File: src/rtl/bp_pht_if.sv
// Bundles the signals between the pattern history table and its two neighbours,
// the fetch PC generator and the execute-stage branch resolution.
//   slave  : the PHT (bp_pht_array)
//   master : the fetch/execute side that drives lookups, updates and flush
// Signals:
//   flush_i      restart the init sweep and clear the history
//   pred_req_i   lookup request;  pred_pc_i  lookup PC
//   pred_ready_o table initialised; lookups are accepted
//   pred_valid_o prediction valid, one cycle after an accepted request
//   pred_taken_o predicted direction;  pred_cnt_o  raw counter value
//   pred_idx_o   table index used; execute hands it back on update
//   upd_valid_i  resolved-branch update;  upd_idx_i/upd_taken_i  target and direction
//   ghr_o        current global history
interface bp_pht_if #(
    parameter int unsigned XLEN  = 64,
    parameter int unsigned CNT_W = 2,
    parameter int unsigned IDX_W = 8,
    parameter int unsigned GHR_W = 8
);
    logic             flush_i;
    logic             pred_req_i;
    logic [XLEN-1:0]  pred_pc_i;
    logic             pred_ready_o;
    logic             pred_valid_o;
    logic             pred_taken_o;
    logic [CNT_W-1:0] pred_cnt_o;
    logic [IDX_W-1:0] pred_idx_o;
    logic             upd_valid_i;
    logic [IDX_W-1:0] upd_idx_i;
    logic             upd_taken_i;
    logic [GHR_W-1:0] ghr_o;

    modport slave (
        input  flush_i, pred_req_i, pred_pc_i, upd_valid_i, upd_idx_i, upd_taken_i,
        output pred_ready_o, pred_valid_o, pred_taken_o, pred_cnt_o, pred_idx_o, ghr_o
    );

    modport master (
        output flush_i, pred_req_i, pred_pc_i, upd_valid_i, upd_idx_i, upd_taken_i,
        input  pred_ready_o, pred_valid_o, pred_taken_o, pred_cnt_o, pred_idx_o, ghr_o
    );
endinterface

File: src/rtl/bp_pht_array.sv
// Gshare pattern history table: 2^IDX_W saturating counters of CNT_W bits,
// indexed by PC[PC_LSB +: IDX_W] XOR the global history. Lookups return a
// registered prediction one cycle later; execute updates are applied in READY.
// After reset or flush an init sweep writes weakly-not-taken into every entry.
// Ports:
//   clk  clock
//   rst  asynchronous active-high reset
//   bus  bp_pht_if.slave (lookup, update, flush, history)
module bp_pht_array #(
    parameter int unsigned XLEN   = 64,
    parameter int unsigned CNT_W  = 2,
    parameter int unsigned IDX_W  = 8,
    parameter int unsigned GHR_W  = 8,
    parameter int unsigned PC_LSB = 2
) (
    input  logic   clk,
    input  logic   rst,
    bp_pht_if.slave bus
);
    localparam int unsigned DEPTH = 1 << IDX_W;
    localparam logic [IDX_W-1:0] LAST_IDX = IDX_W'(DEPTH - 1);
    localparam logic [CNT_W-1:0] WNT      = CNT_W'((1 << (CNT_W - 1)) - 1);
    localparam logic [CNT_W-1:0] CNT_MAX  = {CNT_W{1'b1}};

    typedef enum logic {INIT, READY} state_e;

    state_e           state_q, state_d;
    logic [IDX_W-1:0] ptr_q, ptr_d;
    logic [GHR_W-1:0] ghr_q, ghr_d;
    logic             ready_q, ready_d;
    logic             valid_q, valid_d;
    logic             taken_q, taken_d;
    logic [CNT_W-1:0] cnt_q, cnt_d;
    logic [IDX_W-1:0] idx_q, idx_d;

    logic [CNT_W-1:0] table_q [DEPTH];

    logic             wr_en;
    logic [IDX_W-1:0] wr_idx;
    logic [CNT_W-1:0] wr_data;

    logic [IDX_W-1:0] lkp_idx;
    logic [CNT_W-1:0] lkp_cnt;
    logic [CNT_W-1:0] upd_old;
    logic [CNT_W-1:0] upd_new;
    logic [GHR_W-1:0] ghr_shift;
    logic             unused_pc_bits;

    // Only the index slice of the PC is meaningful here.
    assign unused_pc_bits = ^bus.pred_pc_i;

    // Gshare index uses the pre-edge history.
    assign lkp_idx = bus.pred_pc_i[PC_LSB +: IDX_W] ^ IDX_W'(ghr_q);
    assign lkp_cnt = table_q[lkp_idx];

    // Saturating step of the entry being resolved.
    assign upd_old = table_q[bus.upd_idx_i];
    always_comb begin
        upd_new = upd_old;
        if (bus.upd_taken_i) begin
            if (upd_old != CNT_MAX) upd_new = upd_old + CNT_W'(1);
        end else begin
            if (upd_old != '0) upd_new = upd_old - CNT_W'(1);
        end
    end

    // Truncating {ghr, taken} keeps the low GHR_W bits, which also covers GHR_W == 1.
    assign ghr_shift = GHR_W'({ghr_q, bus.upd_taken_i});

    // Next-state, table write port and registered-output values.
    always_comb begin
        state_d = state_q;
        ptr_d   = ptr_q;
        ghr_d   = ghr_q;
        valid_d = 1'b0;
        taken_d = taken_q;
        cnt_d   = cnt_q;
        idx_d   = idx_q;
        wr_en   = 1'b0;
        wr_idx  = ptr_q;
        wr_data = WNT;

        if (bus.flush_i) begin
            state_d = INIT;
            ptr_d   = '0;
            ghr_d   = '0;
        end else begin
            case (state_q)
                INIT: begin
                    wr_en = 1'b1;
                    if (ptr_q == LAST_IDX) begin
                        state_d = READY;
                        ptr_d   = '0;
                    end else begin
                        ptr_d = ptr_q + IDX_W'(1);
                    end
                end
                READY: begin
                    // Reads come from the pre-edge table, so a colliding update is not seen.
                    if (bus.pred_req_i) begin
                        valid_d = 1'b1;
                        cnt_d   = lkp_cnt;
                        taken_d = lkp_cnt[CNT_W-1];
                        idx_d   = lkp_idx;
                    end
                    if (bus.upd_valid_i) begin
                        wr_en   = 1'b1;
                        wr_idx  = bus.upd_idx_i;
                        wr_data = upd_new;
                        ghr_d   = ghr_shift;
                    end
                end
                default: begin
                    state_d = INIT;
                    ptr_d   = '0;
                end
            endcase
        end

        ready_d = (state_d == READY);
    end

    // Control and output registers.
    always_ff @(posedge clk or posedge rst) begin
        if (rst) begin
            state_q <= INIT;
            ptr_q   <= '0;
            ghr_q   <= '0;
            ready_q <= 1'b0;
            valid_q <= 1'b0;
            taken_q <= 1'b0;
            cnt_q   <= '0;
            idx_q   <= '0;
        end else begin
            state_q <= state_d;
            ptr_q   <= ptr_d;
            ghr_q   <= ghr_d;
            ready_q <= ready_d;
            valid_q <= valid_d;
            taken_q <= taken_d;
            cnt_q   <= cnt_d;
            idx_q   <= idx_d;
        end
    end

    // Counter storage has no reset; the init sweep defines it.
    always_ff @(posedge clk) begin
        if (wr_en) table_q[wr_idx] <= wr_data;
    end

    assign bus.pred_ready_o = ready_q;
    assign bus.pred_valid_o = valid_q;
    assign bus.pred_taken_o = taken_q;
    assign bus.pred_cnt_o   = cnt_q;
    assign bus.pred_idx_o   = idx_q;
    assign bus.ghr_o        = ghr_q;
endmodule

File: src/flat_wrapper.sv
// flat-port wrapper written by rule: the top's interface ports become plain ports
module bp_pht_array_flat 
#(
    parameter int unsigned XLEN   = 64,
    parameter int unsigned CNT_W  = 2,
    parameter int unsigned IDX_W  = 8,
    parameter int unsigned GHR_W  = 8,
    parameter int unsigned PC_LSB = 2
)
  (clk, rst, bus_flush_i, bus_pred_req_i, bus_pred_pc_i, bus_upd_valid_i, bus_upd_idx_i, bus_upd_taken_i, bus_pred_ready_o, bus_pred_valid_o, bus_pred_taken_o, bus_pred_cnt_o, bus_pred_idx_o, bus_ghr_o);
  bp_pht_if #(.XLEN(XLEN), .CNT_W(CNT_W), .IDX_W(IDX_W), .GHR_W(GHR_W)) bus_i ();
  input  logic clk;
  input  logic rst;
  input wire logic [$bits(bus_i.flush_i)-1:0] bus_flush_i;
  input wire logic [$bits(bus_i.pred_req_i)-1:0] bus_pred_req_i;
  input wire logic [$bits(bus_i.pred_pc_i)-1:0] bus_pred_pc_i;
  input wire logic [$bits(bus_i.upd_valid_i)-1:0] bus_upd_valid_i;
  input wire logic [$bits(bus_i.upd_idx_i)-1:0] bus_upd_idx_i;
  input wire logic [$bits(bus_i.upd_taken_i)-1:0] bus_upd_taken_i;
  output wire logic [$bits(bus_i.pred_ready_o)-1:0] bus_pred_ready_o;
  output wire logic [$bits(bus_i.pred_valid_o)-1:0] bus_pred_valid_o;
  output wire logic [$bits(bus_i.pred_taken_o)-1:0] bus_pred_taken_o;
  output wire logic [$bits(bus_i.pred_cnt_o)-1:0] bus_pred_cnt_o;
  output wire logic [$bits(bus_i.pred_idx_o)-1:0] bus_pred_idx_o;
  output wire logic [$bits(bus_i.ghr_o)-1:0] bus_ghr_o;
  assign bus_i.flush_i = bus_flush_i;
  assign bus_i.pred_req_i = bus_pred_req_i;
  assign bus_i.pred_pc_i = bus_pred_pc_i;
  assign bus_i.upd_valid_i = bus_upd_valid_i;
  assign bus_i.upd_idx_i = bus_upd_idx_i;
  assign bus_i.upd_taken_i = bus_upd_taken_i;
  assign bus_pred_ready_o = bus_i.pred_ready_o;
  assign bus_pred_valid_o = bus_i.pred_valid_o;
  assign bus_pred_taken_o = bus_i.pred_taken_o;
  assign bus_pred_cnt_o = bus_i.pred_cnt_o;
  assign bus_pred_idx_o = bus_i.pred_idx_o;
  assign bus_ghr_o = bus_i.ghr_o;
  bp_pht_array #(.XLEN(XLEN), .CNT_W(CNT_W), .IDX_W(IDX_W), .GHR_W(GHR_W), .PC_LSB(PC_LSB)) u_core (.clk(clk), .rst(rst), .bus(bus_i));
endmodule
File: config.mk
export PLATFORM = sky130hd
export DESIGN_NAME = bp_pht_array_flat
export DESIGN_NICKNAME = d
export VERILOG_FILES = /design/src/rtl/bp_pht_if.sv /design/src/rtl/bp_pht_array.sv /design/src/flat_wrapper.sv
export SDC_FILE = /design/constraint.sdc
export NUM_CORES = 1
export LEC_CHECK = 0
export ABC_AREA = 1
export BUFFER_PORTS_ARGS = -buffer_cell sky130_fd_sc_hd__buf_2
export CAP_MARGIN = 15
export CORE_ASPECT_RATIO = 1.2
export CORE_MARGIN = 2
export CORE_UTILIZATION = 25
export DETAILED_ROUTE_END_ITERATION = 12
export GPL_TIMING_DRIVEN = 0
export HOLD_SLACK_MARGIN = 0.03
export PLACE_DENSITY_LB_ADDON = 0.08
export SYNTH_ARGS = -nofsm -noshare
export SYNTH_HDL_FRONTEND = slang
export SYNTH_SLANG_ARGS = --single-unit
File: constraint.sdc
create_clock -name clk -period 11.95 [get_ports clk]
set_clock_uncertainty 0.1 [all_clocks]
set_input_delay 0 -clock clk [delete_from_list [all_inputs] [get_ports clk]]
set_output_delay 0 -clock clk [all_outputs]
set_load 0.01 [all_outputs]
Word level (Yosys, flattened, before mapping)
Memory sizes are Yosys's and may differ from the RTL's.
Index checks and enable logic that the tools add are counted.
Widths: inputs -> output; s select.

operators by class
  add/sub/neg operators = 3
  equal/unequal tests = 3
  multiplexer cells = 26
  bitwise logic cells = 3
  reductions and logical operators = 5

operators by type and width
  operator             number
  $mux 8               9
  $mux 2               6
  $mux 1               10
  $add 8x1->8 const B  1
  $eq 8x8->1 const B   1
  $xor 8x8->8          1
  $reduce_bool 2->1    3
  $ne 2x2->1 const B   2
  $reduce_and 3->1     1
  $add 2x1->2 const B  1
  $not 1->1            2
  $pmux 1 s2           1
  $reduce_and 2->1     1
  $sub 2x1->2 const B  1

storage, ports and cells
  register bits = 29
  memory bits (writable) = 512
  bits of input ports = 78
  output and inout port bits = 21
  logic and storage cells = 48
  memories = 1

memories
  memory          depth  width  read ports  clocked after memory_dff  write ports  RTL line            text
  u_core.table_q  256    2      2           0                         1            bp_pht_array.sv:36  logic [CNT_W-1:0] table_q [DEPTH];

Logic depth before layout (Yosys ltp)
An unclocked memory read counts as a cell.

  word-level depth = 7
  mapped depth = 17
  mapped depth without buffers = 15

Least setup slack after synthesis
Ideal clock, no wire load.

  kind = input to register
  start = input bus_upd_idx_i[0]
  end = memory u_core.table_q[0][1], data pin
  arrival = 7.240 ns
  required time = 10.451 ns
  slack = 3.211 ns
  stages = 15
  buffers on the path = 3
  path through = buf_2 -> buf_2 -> clkbuf_1 -> nand2_1 -> nand3_1 -> nand3_1 -> nand3_1 -> nand3_1 -> nand2_1 -> nand2_1 -> nand3_1 -> nand3_1 -> nand2_1 -> a21oi_1 -> nor2_1

on the way
  cells in the longest elaborated chain, start to end = 7
  elaborated cells between the ends (all ways) = 11
  those cells by class = 2 x add/sub; 1 x eq/ne; 6 x mux; 1 x reduce/logical; 1 x memory

ends and longest elaborated chain
  element                                    RTL line                                text
  from (decl)                                flat_wrapper.sv:18                      input wire logic [$bits(bus_i.upd_idx_i)-1:0] bus_upd_idx_i;
  $mem_v2 256x2 *                            --
  $sub 2x1->2, or another cell as far along  bp_pht_array.sv:63                      if (upd_old != '0) upd_new = upd_old - CNT_W'(1);
  $mux 2, on equally long branches           bp_pht_array.sv:63, bp_pht_array.sv:61
  $mux 2 *                                   bp_pht_array.sv:60                      if (bus.upd_taken_i) begin
  $mux 2 *                                   bp_pht_array.sv:106                     if (bus.upd_valid_i) begin
  $mux 2 *                                   bp_pht_array.sv:88                      case (state_q)
  $mux 2 *                                   bp_pht_array.sv:83                      if (bus.flush_i) begin
  via u_core.wr_data[1]                      bp_pht_array.sv:40                      logic [CNT_W-1:0] wr_data;
  to (decl)                                  bp_pht_array.sv:36

The timed path passes the listed nets; every way through them passes the cells marked *.

Final worst setup path
  start = input bus_upd_idx_i[3]
  end = memory u_core.table_q[55][1], data pin

The elaborated chain is that of the path after synthesis.

==> summary.txt <==
Pins Over Slew Limit: 0
Final hold violation count: 0
P_leak: 0.0140 µW
1st-iter DRT viols: 4578
Cts bufs inserted: 61
Synth cell types: 29
Slew headroom: 7.80%
Layout Nets: 3905
Crit path kind: input port to register
Most frequent cell after synthesis: nand2_1
Final core occ: 29.8%
Number of flops mapped to enable cells by yosys: 512
Total power: 4810 µW
Deepest clock path buffer count: 3
CP startpoint kind: input port
Die X: 319 µm
CTS tree: built
Initial antenna violation count: 10
Max-Cap Viols: 0
Vias in the first global route: 27942
Unrepaired setup endpoints after global routing: no
CTS H-tree lvls: 2
Area contributors post-synth: edfxtp_1 (52%), nand3_1 (14%), nand2_1 (12%)
Predominant post-synthesis flop cell: edfxtp_1
First-pass GRT wire length: 254000 µm
Crit end category: register
Synth top cells by count: nand2_1 (932), nand3_1 (840), edfxtp_1 (512)
Syn Nets: 3739
Register area: 16100 µm²
Root Driver: clkbuf_16
Antenna-violating nets left: 0
Filler cells: 12692
# DRC: 0
Routed wire per std cell: 35.6 µm
Largest net degree at the start of global routing: 67
Die H: 381 µm
Global route overflow: 0
Worst path required time: 12.34 ns
Sequential area share after synthesis: 54.2%
Synth Area per Inst: 8.11 µm²
Seq cells post-synth: 540
Largest area contributor in the netlist: edfxtp_1
Number of I/O port buffers: 37
Post-Syn Area: 29700 µm²
I/O pins: 99
Setup violators final: 0
DR vias/cell: 5.42
Worst Hold Class: input port to register
Skew-Pair Late Insertion Delay: 0.71 ns
Reg2reg path depth: 13
Num rows: 138
Asr flop ratio synth: 5.19%
Area grow syn2layout: 18.4%
Global-route total usage across every layer: 31.2%
Tcrit/Tclk final: 38.0%
Multi-input logic area: 10700 µm²
Drt pass-1 iters: 6
Synthesized netlist cell count: 3660
Share of the synthesized area in the top cell type: 51.8%
Die Area: 121000 µm²
Maximum vdd drop: 123 µV
Number of clock sinks: 540
CORE AREA: 118000 µm²
Dpl hpwl: 137000 µm
Arr. time, crit path: 4.93 ns
Status: finished clean
Cell Pwr Density: 137 nW/µm²
GP Congestion: 1.02
Post-Route WL: 193000 µm
Initial Utilization: 25.2%
Vias post-DR: 29415
Share of layout cells above drive strength 1: 10.2%
Critical-path maximum fanout: 38
Worst hold path cell count: 4
Max frequency: 220 MHz
Worst slew pin tran: 1.38 ns
Clk pin slew, worst setup/hold paths: 0.06 ns
Warnings from Yosys: 0
Final Critical Period: 4.54 ns
[final timing paths]
| check | end | slack (ns) | startpoint |
|---|---|---|---|
| setup / recovery | u_core.table_q[55][1]$_DFFE_PP_ | 7.41 | bus_upd_idx_i[3] |
| min in group asynchronous | u_core.bus.pred_idx_o[1]$_DFFE_PP0P_ | 0.39 | rst |
| hold / removal | u_core.bus.ghr_o[1]$_DFFE_PP0P_ | 0.02 | bus_upd_valid_i |
| max in group asynchronous | u_core.bus.ghr_o[4]$_DFFE_PP0P_ | 10.86 | rst |
| setup reg to reg | u_core.bus.pred_cnt_o[0]$_DFFE_PP0P_ | 7.85 | u_core.bus.ghr_o[1]$_DFFE_PP0P_ |
| hold reg to reg | u_core.bus.pred_idx_o[4]$_DFFE_PP0P_ | 0.38 | u_core.bus.pred_idx_o[4]$_DFFE_PP0P_ |
[stage by stage]
stage               hold slack, ns  TNS (ns)  setup WS, ns  area, µm²  std cells
floorplan                  -0.0346         0          3.21      29700       3660
global placement             0.204  -2618.87         -9.19      31800       5237
detailed placement       -0.000805         0          7.22      32700       5288
CTS                         0.0350         0          7.92      35000       5414
global route                0.0634         0          7.42      35100       5419
finish                      0.0178         0          7.41      35100       5426
[registers in the layout (all words and copies together) (netlist names)]
| signal | count |
|---|---|
| u_core.bus.ghr_o | 8 |
| u_core.bus.pred_cnt_o | 1 |
| u_core.bus.pred_idx_o | 8 |
| u_core.bus.pred_taken_o | 1 |
| u_core.bus.pred_valid_o | 1 |
| u_core.ptr_q | 8 |
| u_core.state_q | 1 |
| u_core.table_q | 512 |
[logic make-up (layout without fill, tap and decap cells)]
logic type / Yosys count / count (layout) / share of synthesized area, %
simple gates: 2081 / 2081 / 30.3
buf+inv: 728 / 947 / 9.83
flops: 540 / 540 / 54.2
compound gates: 297 / 297 / 5.30
xor+xnor: 13 / 13 / 0.384
fa+ha+maj: 1 / 1 / 0.0422
other cells: 0 / 7 / 0
[routing by layer]
| layer | global-route usage (%) | vias up | wire [µm] |
|---|---|---|---|
| met3 | 6.19 | 580 | 18400 |
| li1 | - | 12407 | - |
| met1 | 38.7 | 14422 | 73700 |
| met5 | 0 | - | 0 |
| met4 | 22.6 | 0 | 16600 |
| met2 | 48.3 | 2006 | 84800 |
[final cells by class]
type	count	share of cell area (%)
multi-input cells	2392	30.5
inverters	476	5.09
plain buffers	252	3.27
well taps	1540	5.49
clock inverters	44	1.67
repair buffers	103	3.49
diodes	7	0.0499
clock buffers	72	4.67
flip-flops and latches	540	45.8
[cell usage in the layout (no fill, tap or decap), types with 7 or more instances in the layout]
cell / instances
a21oi_1: 122
buf_1: 26
buf_12: 8
buf_2: 184
buf_8: 39
bufinv_16: 12
clkbuf_1: 77
clkbuf_16: 63
clkinv_2: 8
clkinvlp_4: 12
dfrtp_1: 28
diode_2: 7
dlygate4sd3_1: 10
edfxtp_1: 512
inv_1: 465
inv_2: 10
nand2_1: 931
nand2_2: 9
nand3_1: 840
nor2_1: 281
nor2_4: 9
o211ai_1: 12
o21ai_0: 144
o22ai_1: 13
[worst max-delay path, stage by stage]
cell	delay, ns
clkbuf_1	0.89
inv_1	0.46
clkbuf_2	0.61
nand3_1	0.27
nand3_1	0.22
nand2_1	0.22
nand2_1	0.08
nand3_1	0.12
nand3_1	0.26
nand2_1	0.16
a21oi_1	0.07
nor2_4	0.67
buf_12	0.30
buf_12	0.24
buf_12	0.23
[report_power, final]
part / internal, µW / leakage [µW] / switching (µW)
sequential: 2040 / 0.00583 / 2.75
combinational: 133 / 0.00707 / 494
clock: 1250 / 0.00105 / 890
[repair_timing]
action / 4_1_cts / 5_1_grt
hold buffers: 10 / 0
hold endpoints to repair: 69 / 0
resized for setup: 0 / 0
setup buffers: 0 / 0
No activity file was read; power rests on OpenSTA's default activity.
